==> src/rtl/laundromat_pkg.sv <==
// Shared laundromat types: wash modes, coin-acceptor states, default prices.
// Latency: n/a (types and a pure function only).
// Backpressure: n/a.
// Contents:
//   mode_t      : wash mode selector (MODE1..MODE3; encoding 3 is priced as MODE1)
//   acc_state_t : coin acceptor FSM states
//   price_of()  : default price of a mode in coin units
package laundromat_pkg;

    typedef enum logic [1:0] {
        MODE1 = 2'd0,   // soak + wash + rinse + spin
        MODE2 = 2'd1,   // wash + rinse + spin
        MODE3 = 2'd2    // rinse + spin
    } mode_t;

    typedef enum logic [2:0] {
        IDLE    = 3'd0,
        COLLECT = 3'd1,
        CHANGE  = 3'd2,
        PAID    = 3'd3,
        REFUND  = 3'd4
    } acc_state_t;

    localparam int PRICE_M1_DEF = 4;
    localparam int PRICE_M2_DEF = 3;
    localparam int PRICE_M3_DEF = 2;

    // Default price table; any unlisted encoding falls back to the MODE1 price.
    function automatic int price_of(mode_t m);
        case (m)
            MODE2:   return PRICE_M2_DEF;
            MODE3:   return PRICE_M3_DEF;
            default: return PRICE_M1_DEF;
        endcase
    endfunction

endpackage

==> src/rtl/laundry_idle_timer.sv <==
// Idle-cycle counter with synchronous clear/enable and a terminal-count flag.
// Latency: expired is combinational from the count register (count == TIMEOUT-1).
// Backpressure: none; the counter holds at TIMEOUT-1 until cleared.
// Ports:
//   clk, reset : clock, synchronous active-high reset
//   clear      : restart count at zero (wins over enable)
//   enable     : advance count by one per cycle
//   expired    : count has reached TIMEOUT-1
module laundry_idle_timer #(
    parameter int TIMEOUT = 1000
) (
    input  logic clk,
    input  logic reset,
    input  logic clear,
    input  logic enable,
    output logic expired
);

    localparam int W = $clog2(TIMEOUT);
    localparam logic [W-1:0] LAST = W'(TIMEOUT - 1);

    logic [W-1:0] count;

    // Saturating at LAST keeps expired asserted when a rejected coin blocks the
    // refund on the expiry cycle, so the refund follows on the next idle cycle.
    always_ff @(posedge clk) begin
        if (reset || clear) begin
            count <= '0;
        end else if (enable && !expired) begin
            count <= count + W'(1);
        end
    end

    assign expired = (count == LAST);

endmodule

==> src/rtl/laundry_coin_acceptor.sv <==
// Coin acceptor: accumulates credit, signals payment to the washer, returns change/refunds.
// Latency: coin accepted at edge E updates credit at E; a completing coin pulses coin_inserted after E+1.
// Backpressure: coins are rejected (coin_reject pulse) while busy, paid, cancelling or on overflow.
// Ports:
//   clk, reset                      : clock, synchronous active-high reset
//   coin_valid, coin_value          : coin detector pulse and its value (0 = counterfeit)
//   mode                            : selected wash mode, re-priced every cycle
//   cancel_button, machine_busy     : refund request level, washer running level
//   coin_inserted                   : one-cycle payment-complete pulse to the washer
//   credit                          : accumulated credit
//   coin_reject                     : one-cycle coin-returned pulse
//   change_valid, change_amount     : one-cycle change return (credit - price)
//   refund_valid, refund_amount     : one-cycle full-credit refund
module laundry_coin_acceptor
    import laundromat_pkg::*;
#(
    parameter int PRICE_M1 = PRICE_M1_DEF,
    parameter int PRICE_M2 = PRICE_M2_DEF,
    parameter int PRICE_M3 = PRICE_M3_DEF,
    parameter int CREDIT_W = 8,
    parameter int TIMEOUT  = 1000
) (
    input  logic                clk,
    input  logic                reset,
    input  logic                coin_valid,
    input  logic [3:0]          coin_value,
    input  logic [1:0]          mode,
    input  logic                cancel_button,
    input  logic                machine_busy,
    output logic                coin_inserted,
    output logic [CREDIT_W-1:0] credit,
    output logic                coin_reject,
    output logic                change_valid,
    output logic [CREDIT_W-1:0] change_amount,
    output logic                refund_valid,
    output logic [CREDIT_W-1:0] refund_amount
);

    acc_state_t state, state_nxt;

    logic [CREDIT_W-1:0] price;
    logic [CREDIT_W:0]   sum;
    logic                overflow;
    logic                pay_done;
    logic                open_for_coins;
    logic                coin_accept;
    logic                expired;
    logic                busy_seen, busy_seen_nxt;

    logic                coin_inserted_nxt;
    logic [CREDIT_W-1:0] credit_nxt;
    logic                coin_reject_nxt;
    logic                change_valid_nxt;
    logic [CREDIT_W-1:0] change_amount_nxt;
    logic                refund_valid_nxt;
    logic [CREDIT_W-1:0] refund_amount_nxt;

    // Live price lookup: a mode change while collecting re-prices at once.
    always_comb begin
        case (mode)
            2'd1:    price = CREDIT_W'(PRICE_M2);
            2'd2:    price = CREDIT_W'(PRICE_M3);
            default: price = CREDIT_W'(PRICE_M1);
        endcase
    end

    // One extra bit catches a sum beyond the credit register's range.
    assign sum      = {1'b0, credit} + (CREDIT_W + 1)'(coin_value);
    assign overflow = sum[CREDIT_W];

    assign pay_done = (state == COLLECT) && (credit >= price);

    // While the payment is completing the coin is turned away, otherwise the
    // change/paid decision taken on the old credit would lose its value.
    assign open_for_coins = !machine_busy &&
                            ((state == IDLE) ||
                             ((state == COLLECT) && !cancel_button && !pay_done));

    assign coin_accept = coin_valid && (coin_value != 4'd0) && open_for_coins && !overflow;

    laundry_idle_timer #(
        .TIMEOUT (TIMEOUT)
    ) u_idle_timer (
        .clk     (clk),
        .reset   (reset),
        .clear   ((state != COLLECT) || coin_accept),
        .enable  (state == COLLECT),
        .expired (expired)
    );

    // State and output registers.
    always_ff @(posedge clk) begin
        if (reset) begin
            state         <= IDLE;
            busy_seen     <= 1'b0;
            coin_inserted <= 1'b0;
            credit        <= '0;
            coin_reject   <= 1'b0;
            change_valid  <= 1'b0;
            change_amount <= '0;
            refund_valid  <= 1'b0;
            refund_amount <= '0;
        end else begin
            state         <= state_nxt;
            busy_seen     <= busy_seen_nxt;
            coin_inserted <= coin_inserted_nxt;
            credit        <= credit_nxt;
            coin_reject   <= coin_reject_nxt;
            change_valid  <= change_valid_nxt;
            change_amount <= change_amount_nxt;
            refund_valid  <= refund_valid_nxt;
            refund_amount <= refund_amount_nxt;
        end
    end

    // Next-state logic.
    always_comb begin
        state_nxt = state;
        case (state)
            IDLE: begin
                if (coin_accept) state_nxt = COLLECT;
            end
            COLLECT: begin
                if (cancel_button)              state_nxt = REFUND;
                else if (pay_done)              state_nxt = (credit > price) ? CHANGE : PAID;
                else if (expired && !coin_valid) state_nxt = REFUND;
            end
            CHANGE:  state_nxt = PAID;
            PAID: begin
                // The wash cycle is over once busy has been seen high and then drops.
                if (busy_seen && !machine_busy) state_nxt = IDLE;
            end
            REFUND:  state_nxt = IDLE;
            default: state_nxt = IDLE;
        endcase
    end

    // Next values of the registered outputs.
    always_comb begin
        busy_seen_nxt     = (state_nxt == PAID) && (busy_seen || machine_busy);
        coin_inserted_nxt = pay_done && !cancel_button;
        coin_reject_nxt   = coin_valid && !coin_accept;
        change_valid_nxt  = 1'b0;
        change_amount_nxt = '0;
        refund_valid_nxt  = 1'b0;
        refund_amount_nxt = '0;
        credit_nxt        = credit;

        if (coin_accept) credit_nxt = sum[CREDIT_W-1:0];

        case (state)
            CHANGE: begin
                change_valid_nxt  = 1'b1;
                change_amount_nxt = credit - price;
                credit_nxt        = price;
            end
            PAID: begin
                if (state_nxt == IDLE) credit_nxt = '0;
            end
            REFUND: begin
                refund_valid_nxt  = 1'b1;
                refund_amount_nxt = credit;
                credit_nxt        = '0;
            end
            default: ;
        endcase
    end

endmodule

==> config.mk <==
export PLATFORM = sky130hd
export DESIGN_NAME = laundry_coin_acceptor
export DESIGN_NICKNAME = d
export VERILOG_FILES = /design/src/rtl/laundromat_pkg.sv /design/src/rtl/laundry_idle_timer.sv /design/src/rtl/laundry_coin_acceptor.sv
export SDC_FILE = /design/constraint.sdc
export NUM_CORES = 1
export LEC_CHECK = 0
export CAP_MARGIN = 20
export CORE_MARGIN = 2
export CORE_UTILIZATION = 33
export CTS_BUF_LIST = sky130_fd_sc_hd__clkbuf_8
export CTS_CLUSTER_SIZE = 24
export DETAILED_ROUTE_END_ITERATION = 6
export SYNTH_ARGS = -nofsm -noshare
export SYNTH_HDL_FRONTEND = slang
export SYNTH_SLANG_ARGS = --single-unit
export TNS_END_PERCENT = 100
==> constraint.sdc <==
create_clock -name clk -period 5.7 [get_ports clk]
set_input_delay 0.855 -clock clk [delete_from_list [all_inputs] [get_ports clk]]
set_output_delay 0.855 -clock clk [all_outputs]
set_load 0.1 [all_outputs]
==> results of run 1 <==
[registers in the layout, summed over array words and instances, names as in the netlist]
register,cells
u_idle_timer.count,10
credit,8
refund_amount,8
change_amount,8
busy_seen,1
state,3
refund_valid,1
coin_inserted,1
coin_reject,1
change_valid,1
[final cells by class]
| class | instances | area [µm²] |
|---|---|---|
| fillers | 570 | 3360 |
| multi-input cells | 155 | 1080 |
| flip-flops and latches | 42 | 841 |
| repair buffers | 38 | 380 |
| well taps | 75 | 93.8 |
| clock buffers | 5 | 68.8 |
| inverters | 10 | 37.5 |
| clock inverters | 3 | 23.8 |
[tightest hold or removal path, stage by stage (launching register included)]
cell and delay [ns]:
dfxtp_1 0.33, nor2_1 0.08, nor4_1 0.05
[through the flow]
| stage | instances | util [%] |
|---|---|---|
| 4_1_cts | 328 | 42.9 |
| 5_1_grt | 328 | 42.9 |
| 3_3_place_gp | 320 | 41.3 |
| 2_1_floorplan | 214 | - |
| 3_5_place_dp | 320 | 41.3 |
| 6_report | 328 | 42.9 |
[cells in the mapped netlist, drive strengths merged (2+ instances only)]
cell type | count | area share (%)
a21o | 3 | 1.1
a21oi | 11 | 2.8
a31oi | 2 | 0.63
and2 | 11 | 3.5
and3 | 2 | 0.63
buf | 2 | 0.94
clkbuf | 5 | 0.94
dfxtp | 42 | 42
fa | 2 | 2.0
ha | 9 | 5.7
inv | 10 | 1.9
mux2i | 5 | 2.5
nand2 | 7 | 1.3
nand3 | 8 | 2.0
nand4 | 3 | 0.94
nor2 | 30 | 5.7
nor2b | 2 | 0.63
nor3 | 4 | 1.0
nor4 | 3 | 0.94
nor4b | 2 | 0.88
o21ai | 4 | 1.0
o22ai | 4 | 1.3
o31ai | 5 | 2.1
or3 | 3 | 0.94
or3b | 2 | 0.88
or4 | 5 | 2.1
xnor2 | 9 | 4.0
xor2 | 8 | 3.5
[power by group]
part / internal, mW / leakage (nW) / switching, mW
logic: 0.0564 / 0.548 / 0.0878
clock network: 0.0876 / 0.0408 / 0.107
registers: 0.299 / 0.339 / 0.00869
total: 0.443 / 0.928 / 0.203
[metal layers]
metal | wire [µm] | share of wire (%)
met1 | 1890 | 47
met2 | 1830 | 45
met3 | 254 | 6.3
met4 | 82 | 2.0
met5 | 0 | 0
[how the worst min path moves through the flow]
stage | start | cells past startpoint | to | slack (ns)
2_1_floorplan | busy_seen | 2 | busy_seen | 0.47
3_3_place_gp | busy_seen | 2 | busy_seen | 0.48
3_5_place_dp | busy_seen | 2 | busy_seen | 0.49
4_1_cts | busy_seen | 2 | busy_seen | 0.50
5_1_grt | busy_seen | 2 | busy_seen | 0.52
6_report | busy_seen | 2 | busy_seen | 0.50
[cell families (layout without fill, tap and decap cells)]
family,count (synthesis),in the layout,synth area share [%]
simple gates,88,88,23.9
flops,42,42,42.3
compound gates,34,34,12.3
xor+xnor,17,17,7.49
buf+inv,17,56,3.78
fa+ha+maj,11,11,7.68
mux,5,5,2.52
==> summary.md, run 1 <==
| Metric | Value |
|---|---|
| Layout net count | `274` |
| Fin. Hold Viols | `0` |
| Max cap viols | `0` |
| Synth Flop Type | `dfxtp_1` |
| Post-DP Area | `2430 µm²` |
| Cells along the critical path | `clkdlybuf4s50_1 > inv_1 > ha_1 > fa_1 > a21o_1 > a2111oi_4 > o2111ai_2 > or4_1 > a21oi_1` |
| Power density cells | `256 nW/µm²` |
| Pre-CTS worst setup slack | `1.70 ns` |
| Final Max Tran Viols | `0` |
| R2R setup slack | `2.79 ns` |
| Mapped Cells | `214` |
| YS warnings | `0` |
| Antenna viol nets, final | `0` |
| Setup Viol. Count Final | `0` |
| Wire per inst | `12.4 µm` |
| Ant diodes | `0` |
| Initial Utilization | `33.8%` |
| Met1 GRT Util | `16.4%` |
| Mean post-synth cell area | `9.28 µm²` |
| Rel. slew slack | `35.0%` |
| Worst Path Max Fanout | `13` |
| Top Usage Layer GRT | `met2` |
| Crit path DAT | `3.93 ns` |
| Clock root cell | `clkbuf_8` |
| Met2 usage | `22.0%` |
| Final worst slack | `2.00 ns` |
| Post-synth EDFFs | `0` |
| Grt total ovfl | `0` |
| Syn Std Cell Area | `1990 µm²` |
| CTS buffer count | `5` |
| Post-route cell area | `2520 µm²` |
| DRC Markers | `0` |
| Synth Net Count | `236` |
| Post-layout minimum cycle time | `3.70 ns` |
| #FFs+latches synth | `42` |
| Clk sink count | `42` |
| CTS tree | `done` |
| Total power | `0.646 mW` |
| Reg2reg end | `credit[7]` |
| Worst Path Class, Setup | `in -> reg` |
| FMAX | `270 MHz` |
| IO Pins | `39` |
| LEAKAGE | `0.928 nW` |
| Pin count of the biggest net entering global routing | `16` |
| Skew final | `0.0133 ns` |
| Worst setup SP type | `input pin` |
| Final hold slack | `0.501 ns` |
| FF-to-FF Start | `credit[0]` |
| Chip width | `81.6 µm` |
| CTS H-tree depth | `2` |
| Initial antenna violation count | `0` |
| First-pass GRT wire length | `6.89 mm` |
| Total die area | `6660 µm²` |
| Row count | `28` |
| Core Area | `5890 µm²` |
| Worst setup EP type | `register` |
| Die height | `81.6 µm` |
| Reg clk slew, reported paths | `0.09 ns` |
| HPWL after DPL | `3.01 mm` |
| Commonest non-fill, non-tap cell in the layout | `dfxtp_1` |
| Post-synthesis sequential area ratio | `42.3%` |
| Vias per inst | `4.95` |
| CP peak stage delay | `0.53 ns` |
| Total negative slack | `0 ns` |
| RSZ-0062 raised after global routing | `no` |
| Cts repair resizes | `0` |
| Path depth of the worst reg2reg path | `9` |
| Port Buf Inserts | `38` |
| Initial DRC Count | `106` |
| Via count of the first global-routing pass | `1560` |
| Worst-Margin Slew | `0.972 ns` |
| Critical Path Stages | `9` |
| CP required | `5.93 ns` |
| Commonest cells after routing, fill and taps aside | `42 x dfxtp_1, 38 x clkdlybuf4s50_1, 30 x nor2_1` |
| Status | `finished clean` |
| Critical path buffers and inverters | `2` |
| Synthesis-to-layout area growth | `27.0%` |
| Unique masters post-synth | `45` |
| First-pass DRT Iterations | `4` |
| Hold crit path type | `reg -> reg` |
| Crit path to | `credit[7]` |
| CP startpoint | `mode[1]` |
| Routing usage on met3 | `3.41%` |
| Vias | `1622` |
| Period utilization | `64.9%` |
| Hold-fix buffer count after cts | `0` |
| Cell family with most CP delay | `compound AO/OA/AOI/OAI gates` |
| Synth async-reset ratio | `0%` |
| Post-Route WL | `4.06 mm` |
| Routability cong. | `0.872` |
| Postcts setup bufs | `0` |
| Maximum VDD drop | `0.000144 V` |
| GRT Total Usage | `13.3%` |
| Clk Latency, worst-skew pair | `0.29 ns` |
| Crit-path slowest cell | `or4_1` |
| Ratio of cells with drive above 1 in the final layout | `6.72%` |
| CTS max path bufs | `2` |
Power figures use the tool's default switching activity.
==> run 2: changes to the inputs <==
==> constraint.sdc (replaced) <==
create_clock -name clk -period 3.9 [get_ports clk]
set_input_delay 0.585 -clock clk [delete_from_list [all_inputs] [get_ports clk]]
set_output_delay 0.585 -clock clk [all_outputs]
set_load 0.1 [all_outputs]
==> run 2 against run 1 <==
Via count decreased by 2.5%; largest power group unchanged; non-clock buffer count increased by 3; register-to-register slack lost 1.7 ns; sequential cell count unchanged; final cell count rose by 0.91%; clock power grew 73%; die area unchanged; global-route usage up 0.21 points; sequential power up 46%; routed wire length barely moved; sequential share of layout area fell by 0.44 points; setup slack worse by 1.4 ns.
==> summary.md, run 2 (same netlist as run 1, synthesis figures left out) <==
| Metric | Value |
|---|---|
| Reg clk slew, reported paths | `0.08 ns (about the same)` |
| Final Max Tran Viols | `0 (unchanged)` |
| Core Area | `5890 µm² (unchanged)` |
| Final worst slack | `0.595 ns (-1.41 ns)` |
| Worst Path Max Fanout | `10 (-3)` |
| Most flops, register | `u_idle_timer.count` |
| Antenna viol nets, final | `0 (unchanged)` |
| First-pass DRT Iterations | `4 (unchanged)` |
| Switching Power | `0.289 mW (+42%)` |
| HPWL after DPL | `3.06 mm (+1.8%)` |
| Fin. Hold Viols | `0 (unchanged)` |
| CTS tree | `done` |
| CTS max path bufs | `2 (unchanged)` |
| Initial Utilization | `33.8% (unchanged)` |
| Status | `finished clean` |
| Fin util | `43.4% (+0.57 points)` |
| Hold crit path type | `reg -> reg` |
| Post-route cell area | `2560 µm² (+1.3%)` |
| Commonest cells after routing, fill and taps aside | `42 x dfxtp_1, 38 x clkdlybuf4s50_1, 30 x nor2_1` |
| Post-layout minimum cycle time | `3.30 ns` |
| Vias | `1581 (-2.5%)` |
| IO Pins | `39 (unchanged)` |
| Area occupied by multi-input gates | `1070 µm² (-0.58%)` |
| FF/Latch Area | `841 µm² (unchanged)` |
| Final hold slack | `0.505 ns (+0.00360 ns)` |
| Commonest non-fill, non-tap cell in the layout | `dfxtp_1` |
| Worst Path Class, Setup | `in -> reg` |
| Post-DP Area | `2450 µm² (+0.67%)` |
| # fillers | `582 (+2.1%)` |
| Part of the power in combinational logic | `21.4% (-0.9 points)` |
| Grt total ovfl | `0 (unchanged)` |
| Hold-fix buffer count after cts | `0 (unchanged)` |
| Power density cells | `391 nW/µm² (+52%)` |
| Worst setup SP type | `input pin` |
| FF-to-FF Start | `credit[0]` |
| Post-Route WL | `4.06 mm (about the same)` |
| R2R setup slack | `1.14 ns (-1.65 ns)` |
| Initial DRC Count | `62 (-42%)` |
| CTS H-tree depth | `2 (unchanged)` |
| Worst setup EP type | `register` |
| Crit path to | `credit[5]` |
| Total die area | `6660 µm² (unchanged)` |
| Pre-CTS worst setup slack | `0.294 ns (-1.41 ns)` |
| Vias per inst | `4.78 (-3.4%)` |
| LEAKAGE | `0.956 nW (+3.0%)` |
| Chip width | `81.6 µm (unchanged)` |
| First-pass GRT wire length | `6.88 mm (-0.10%)` |
| CP startpoint | `mode[1]` |
| Int Pwr | `0.709 mW (+60%)` |
| CTS buffer count | `5 (unchanged)` |
| Pin count of the biggest net entering global routing | `14 (-2)` |
| Total negative slack | `0 ns (unchanged)` |
| Setup Viol. Count Final | `0 (unchanged)` |
| Wire per inst | `12.3 µm (-0.96%)` |
| Via count of the first global-routing pass | `1521 (-2.5%)` |
| Initial antenna violation count | `0 (unchanged)` |
| CP required | `4.12 ns (-1.81 ns)` |
| Worst-Margin Slew | `0.973 ns (+0.0000756 ns)` |
| Maximum VDD drop | `0.000143 V (-0.37%)` |
| Max cap viols | `0 (unchanged)` |
| DRC Markers | `0 (unchanged)` |
| Ant diodes | `0 (unchanged)` |
| Clk sink count | `42 (unchanged)` |
| Crit path DAT | `3.53 ns (-0.40 ns)` |
| Largest register FFs | `10 (unchanged)` |
| Clock power share | `33.7% (+3.6 points)` |
| Routability cong. | `0.841 (-3.6%)` |
| Period utilization | `84.7%` |
| Rel. slew slack | `35.0% (about the same)` |
| Switching share of total power | `29.0% (-2.5 points)` |
| Synthesis-to-layout area growth | `28.7%` |
| Sequential Power Share | `45.0% (-2.6 points)` |
| Skew final | `0.00887 ns (-0.00443 ns)` |
| Layout net count | `277 (+1.1%)` |
| Ratio of cells with drive above 1 in the final layout | `7.03% (+0.31 points)` |
| Postcts setup bufs | `0 (unchanged)` |
| Clock root cell | `clkbuf_8` |
| Die height | `81.6 µm (unchanged)` |
| Reg2reg end | `credit[5]` |
| GRT Total Usage | `13.5% (+0.21 points)` |
| Path depth of the worst reg2reg path | `9 (unchanged)` |
| Row count | `28 (unchanged)` |
| Cts repair resizes | `0 (unchanged)` |
| FMAX | `303 MHz` |
| Clk Latency, worst-skew pair | `0.30 ns (about the same)` |
| RSZ-0062 raised after global routing | `no` |
| Port Buf Inserts | `38 (unchanged)` |
-- run 2: changes by cell type in the layout (fill, tap and decap cells not counted), sizes merged --
cell	change
clkinvlp	-1
bufinv	+1
buf	+3
-- run 2: worst min path at each step --
stage | slack [ns] | depth (start not counted) | end | from
3_5_place_dp | 0.49 | 2 | busy_seen | busy_seen
2_1_floorplan | 0.47 | 2 | busy_seen | busy_seen
5_1_grt | 0.56 | 2 | u_idle_timer.count[9] | u_idle_timer.count[9]
6_report | 0.50 | 2 | busy_seen | busy_seen
4_1_cts | 0.50 | 2 | busy_seen | busy_seen
3_3_place_gp | 0.48 | 2 | busy_seen | busy_seen
-- run 2: final cells by class --
type | count | share of cell area, %
inverters | 10 | 1.47
clock buffers | 5 | 2.69
repair buffers | 41 | 15.8
clock inverters | 3 | 1.62
flip-flops and latches | 42 | 32.9
multi-input cells | 155 | 41.9
well taps | 75 | 3.67
-- run 2: metrics by stage --
stage          std cells  power, mW
2_1_floorplan        214      0.625
3_3_place_gp         323      0.672
3_5_place_dp         323      0.672
4_1_cts              331       1.01
5_1_grt              331       1.05
6_report             331      0.998
-- run 2: power by group through the flow --
stage	sequential (mW)	clock, mW	combinational, mW
after floorplan	0.504	0	0.121
after global placement	0.460	0	0.212
after detailed placement	0.460	0	0.213
after CTS	0.449	0.350	0.214
after global routing	0.451	0.369	0.232
final	0.449	0.336	0.213
-- run 2: critical path: stages --
cell and delay [ns]:
clkdlybuf4s50_1 0.46, inv_1 0.04, ha_1 0.34, fa_1 0.46
a21o_1 0.20, a2111oi_4 0.53, o2111ai_2 0.29, or4_1 0.47
a21oi_1 0.15
-- run 2: routing by layer --
metal	part of all wire, %	vias up	track usage [%]
met3	4.6	6	4.07
met5	0	-	0
met2	47	40	23.0
met1	47	705	15.8
li1	-	830	-
met4	1.2	0	5.50
==> run 3: changes to the inputs <==
==> constraint.sdc (replaced) <==
create_clock -name clk -period 2.8 [get_ports clk]
set_input_delay 0.42 -clock clk [delete_from_list [all_inputs] [get_ports clk]]
set_output_delay 0.42 -clock clk [all_outputs]
set_load 0.1 [all_outputs]
==> run 3 against run 2 <==
Critical path depth rose by 3; total power rose by 39%; count of clock-buffer cells in the layout did not move; combinational power rose by 65%; non-clock buffer count rose by 17; clock skew rose by 0.0027 ns; final area rose by 3.1%; worst hold slack improved by 0.0054 ns; via count rose by 5.8%; global-route usage rose by 0.48 points; first-iteration DRC count rose by 1.6%; critical path type unchanged; critical endpoint is now credit[7]; largest power group unchanged; highest routed layer unchanged.
==> summary.md, run 3 (same netlist as run 1, synthesis figures left out) <==
| Metric | Value |
|---|---|
| Row count | `28 (unchanged)` |
| Layout net count | `294 (+6.1%)` |
| FF-to-FF Start | `credit[0]` |
| Vias per inst | `4.81 (+0.65%)` |
| Hold Crit Endpoint | `busy_seen` |
| Path depth of the worst reg2reg path | `11 (+2)` |
| CTS tree | `done` |
| Pin count of the biggest net entering global routing | `16 (+2)` |
| Antenna viol nets, final | `0 (unchanged)` |
| Part of the power in combinational logic | `25.4% (+4.0 points)` |
| Switching share of total power | `31.5% (+2.5 points)` |
| Reg clk slew, reported paths | `0.09 ns (about the same)` |
| Switching Power | `0.435 mW (+51%)` |
| Worst Path Class, Setup | `in -> reg` |
| Clk sink count | `42 (unchanged)` |
| Hold Path Origin | `busy_seen` |
| Initial antenna violation count | `0 (unchanged)` |
| Commonest cells after routing, fill and taps aside | `48 x buf_4, 40 x dfxtp_1, 30 x nor2_1` |
| Int Pwr | `0.948 mW (+34%)` |
| Post-Route WL | `4.24 mm (+4.6%)` |
| Clock power share | `29.3% (-4.4 points)` |
| Via count of the first global-routing pass | `1596 (+4.9%)` |
| R2R setup slack | `0.21 ns (-0.93 ns)` |
| # fillers | `582 (unchanged)` |
| CTS buffer count | `5 (unchanged)` |
| Grt total ovfl | `0 (unchanged)` |
| Post-layout minimum cycle time | `2.68 ns` |
| Largest register FFs | `10 (unchanged)` |
| Power density cells | `525 nW/µm² (+34%)` |
| First-pass DRT Iterations | `4 (unchanged)` |
| Fin. Hold Viols | `0 (unchanged)` |
| First-pass GRT wire length | `7.25 mm (+5.4%)` |
| Final worst slack | `0.124 ns (-0.471 ns)` |
| Ant diodes | `0 (unchanged)` |
| Worst setup EP type | `register` |
| Sequential Power Share | `45.3% (+0.3 points)` |
| Clock root cell | `clkbuf_8` |
| CP required | `3.03 ns (-1.09 ns)` |
| Pre-CTS worst setup slack | `-0.389 ns (-0.682 ns)` |
| Vias | `1673 (+5.8%)` |
| Synthesis-to-layout area growth | `32.7%` |
| Total die area | `6660 µm² (unchanged)` |
| Crit path DAT | `2.91 ns (-0.62 ns)` |
| Initial Utilization | `33.8% (unchanged)` |
| Rel. slew slack | `55.5% (+21 points)` |
| Period utilization | `95.6%` |
| RSZ-0062 raised after global routing | `no` |
| Most flops, register | `u_idle_timer.count` |
| Worst Path Max Fanout | `5 (-5)` |
| Wire per inst | `12.2 µm (-0.55%)` |
| Ratio of cells with drive above 1 in the final layout | `26.7% (+20 points)` |
| Clk Latency, worst-skew pair | `0.30 ns (about the same)` |
| Commonest non-fill, non-tap cell in the layout | `buf_4` |
| Worst setup SP type | `input pin` |
| Hold path depth | `2 (unchanged)` |
| Core Area | `5890 µm² (unchanged)` |
| Skew final | `0.0115 ns (+0.00265 ns)` |
| Worst-Margin Slew | `0.663 ns (-0.310 ns)` |
| DRC Markers | `0 (unchanged)` |
| HPWL after DPL | `3.19 mm (+4.3%)` |
| LEAKAGE | `1.09 nW (+14%)` |
| CTS H-tree depth | `2 (unchanged)` |
| Setup Viol. Count Final | `0 (unchanged)` |
| Initial DRC Count | `63 (+1.6%)` |
| Die height | `81.6 µm (unchanged)` |
| Chip width | `81.6 µm (unchanged)` |
| Port Buf Inserts | `38 (unchanged)` |
| Maximum VDD drop | `0.000322 V (+130%)` |
| Final Max Tran Viols | `0 (unchanged)` |
| Max cap viols | `0 (unchanged)` |
| DP Cell Count | `336 (+4.0%)` |
| Status | `finished clean` |
| CTS max path bufs | `2 (unchanged)` |
| Non-Filler Instances | `348 (+5.1%)` |
| Routability cong. | `0.848 (+0.81%)` |
| Fin util | `44.8% (+1.4 points)` |
| Hold crit path type | `reg -> reg` |
| CP startpoint | `mode[0]` |
| Hold-fix buffer count after cts | `0 (unchanged)` |
| FMAX | `374 MHz` |
| GRT Total Usage | `14.0% (+0.48 points)` |
| Reg2reg end | `credit[7]` |
| IO Pins | `39 (unchanged)` |
-- run 3: changes by cell type in the layout (fill, tap and decap cells not counted), sizes merged --
cell           before  now
clkinv              0    1
buf                 3   48
bufinv              1    0
dlymetal6s2s        0    1
dlygate4sd2         0    1
clkdlybuf4s50      38    8
-- run 3: metal layers --
metal / GRT usage (%) / vias to the layer above / wire [µm]
li1: - / 869 / -
met1: 17.6 / 767 / 2040
met2: 23.9 / 33 / 1980
met3: 3.30 / 4 / 193
met4: 4.00 / 0 / 32
met5: 0 / - / 0
-- run 3: critical path, cell delays in order --
cell and delay, ns:
dlygate4sd2_1 0.24, ha_4 0.15, ha_2 0.16, inv_1 0.05
fa_2 0.33, a21o_1 0.19, a2111oi_4 0.36, buf_4 0.16
o2111ai_2 0.12, buf_4 0.19, or4_1 0.39, a21oi_1 0.14
-- run 3: cell type report --
cell class | count | area, µm² | area share (%)
Inverter | 10 | 37.5 | 1.42
Clock buffer | 5 | 68.8 | 2.61
Sequential cell | 42 | 843 | 32.0
Clock inverter | 3 | 25.0 | 0.949
Multi-Input combinational cell | 155 | 1110 | 42.0
Timing Repair Buffer | 58 | 462 | 17.5
Tap cell | 75 | 93.8 | 3.56
-- run 3: worst max-delay path by stage --
stage               slack [ns]               endpoint
global route            0.0008  u_idle_timer.count[3]
finish                    0.12              credit[7]
detailed placement       -0.39              credit[5]
global placement         -0.30              busy_seen
floorplan                 0.11              credit[4]
CTS                      0.003              credit[6]
-- run 3: timing repair --
| action | in CTS | in global routing |
|---|---|---|
| buffers inserted | 1 | 2 |
| pin swaps | 3 | 4 |
| endpoints found under the setup margin | 17 | 15 |
| gates resized for setup | 4 | 7 |
| cloned | 0 | 1 |
-- run 3: metrics by stage --
stage / setup TNS [ns] / hold WS [ns] / total power, mW / area (µm²)
2_1_floorplan: 0 / 0.467 / 0.871 / 1990
3_3_place_gp: -5.32 / 0.480 / 0.968 / 2480
3_5_place_dp: -6.55 / 0.493 / 0.970 / 2480
4_1_cts: 0 / 0.515 / 1.38 / 2590
5_1_grt: 0 / 0.537 / 1.46 / 2640
6_report: 0 / 0.510 / 1.38 / 2640
-- run 3: power by group through the flow --
stage	clock network, mW	logic, mW	registers [mW]
final	0.405	0.352	0.626
after global routing	0.450	0.382	0.629
after CTS	0.422	0.337	0.626
after detailed placement	0	0.330	0.640
after global placement	0	0.328	0.640
after floorplan	0	0.169	0.702
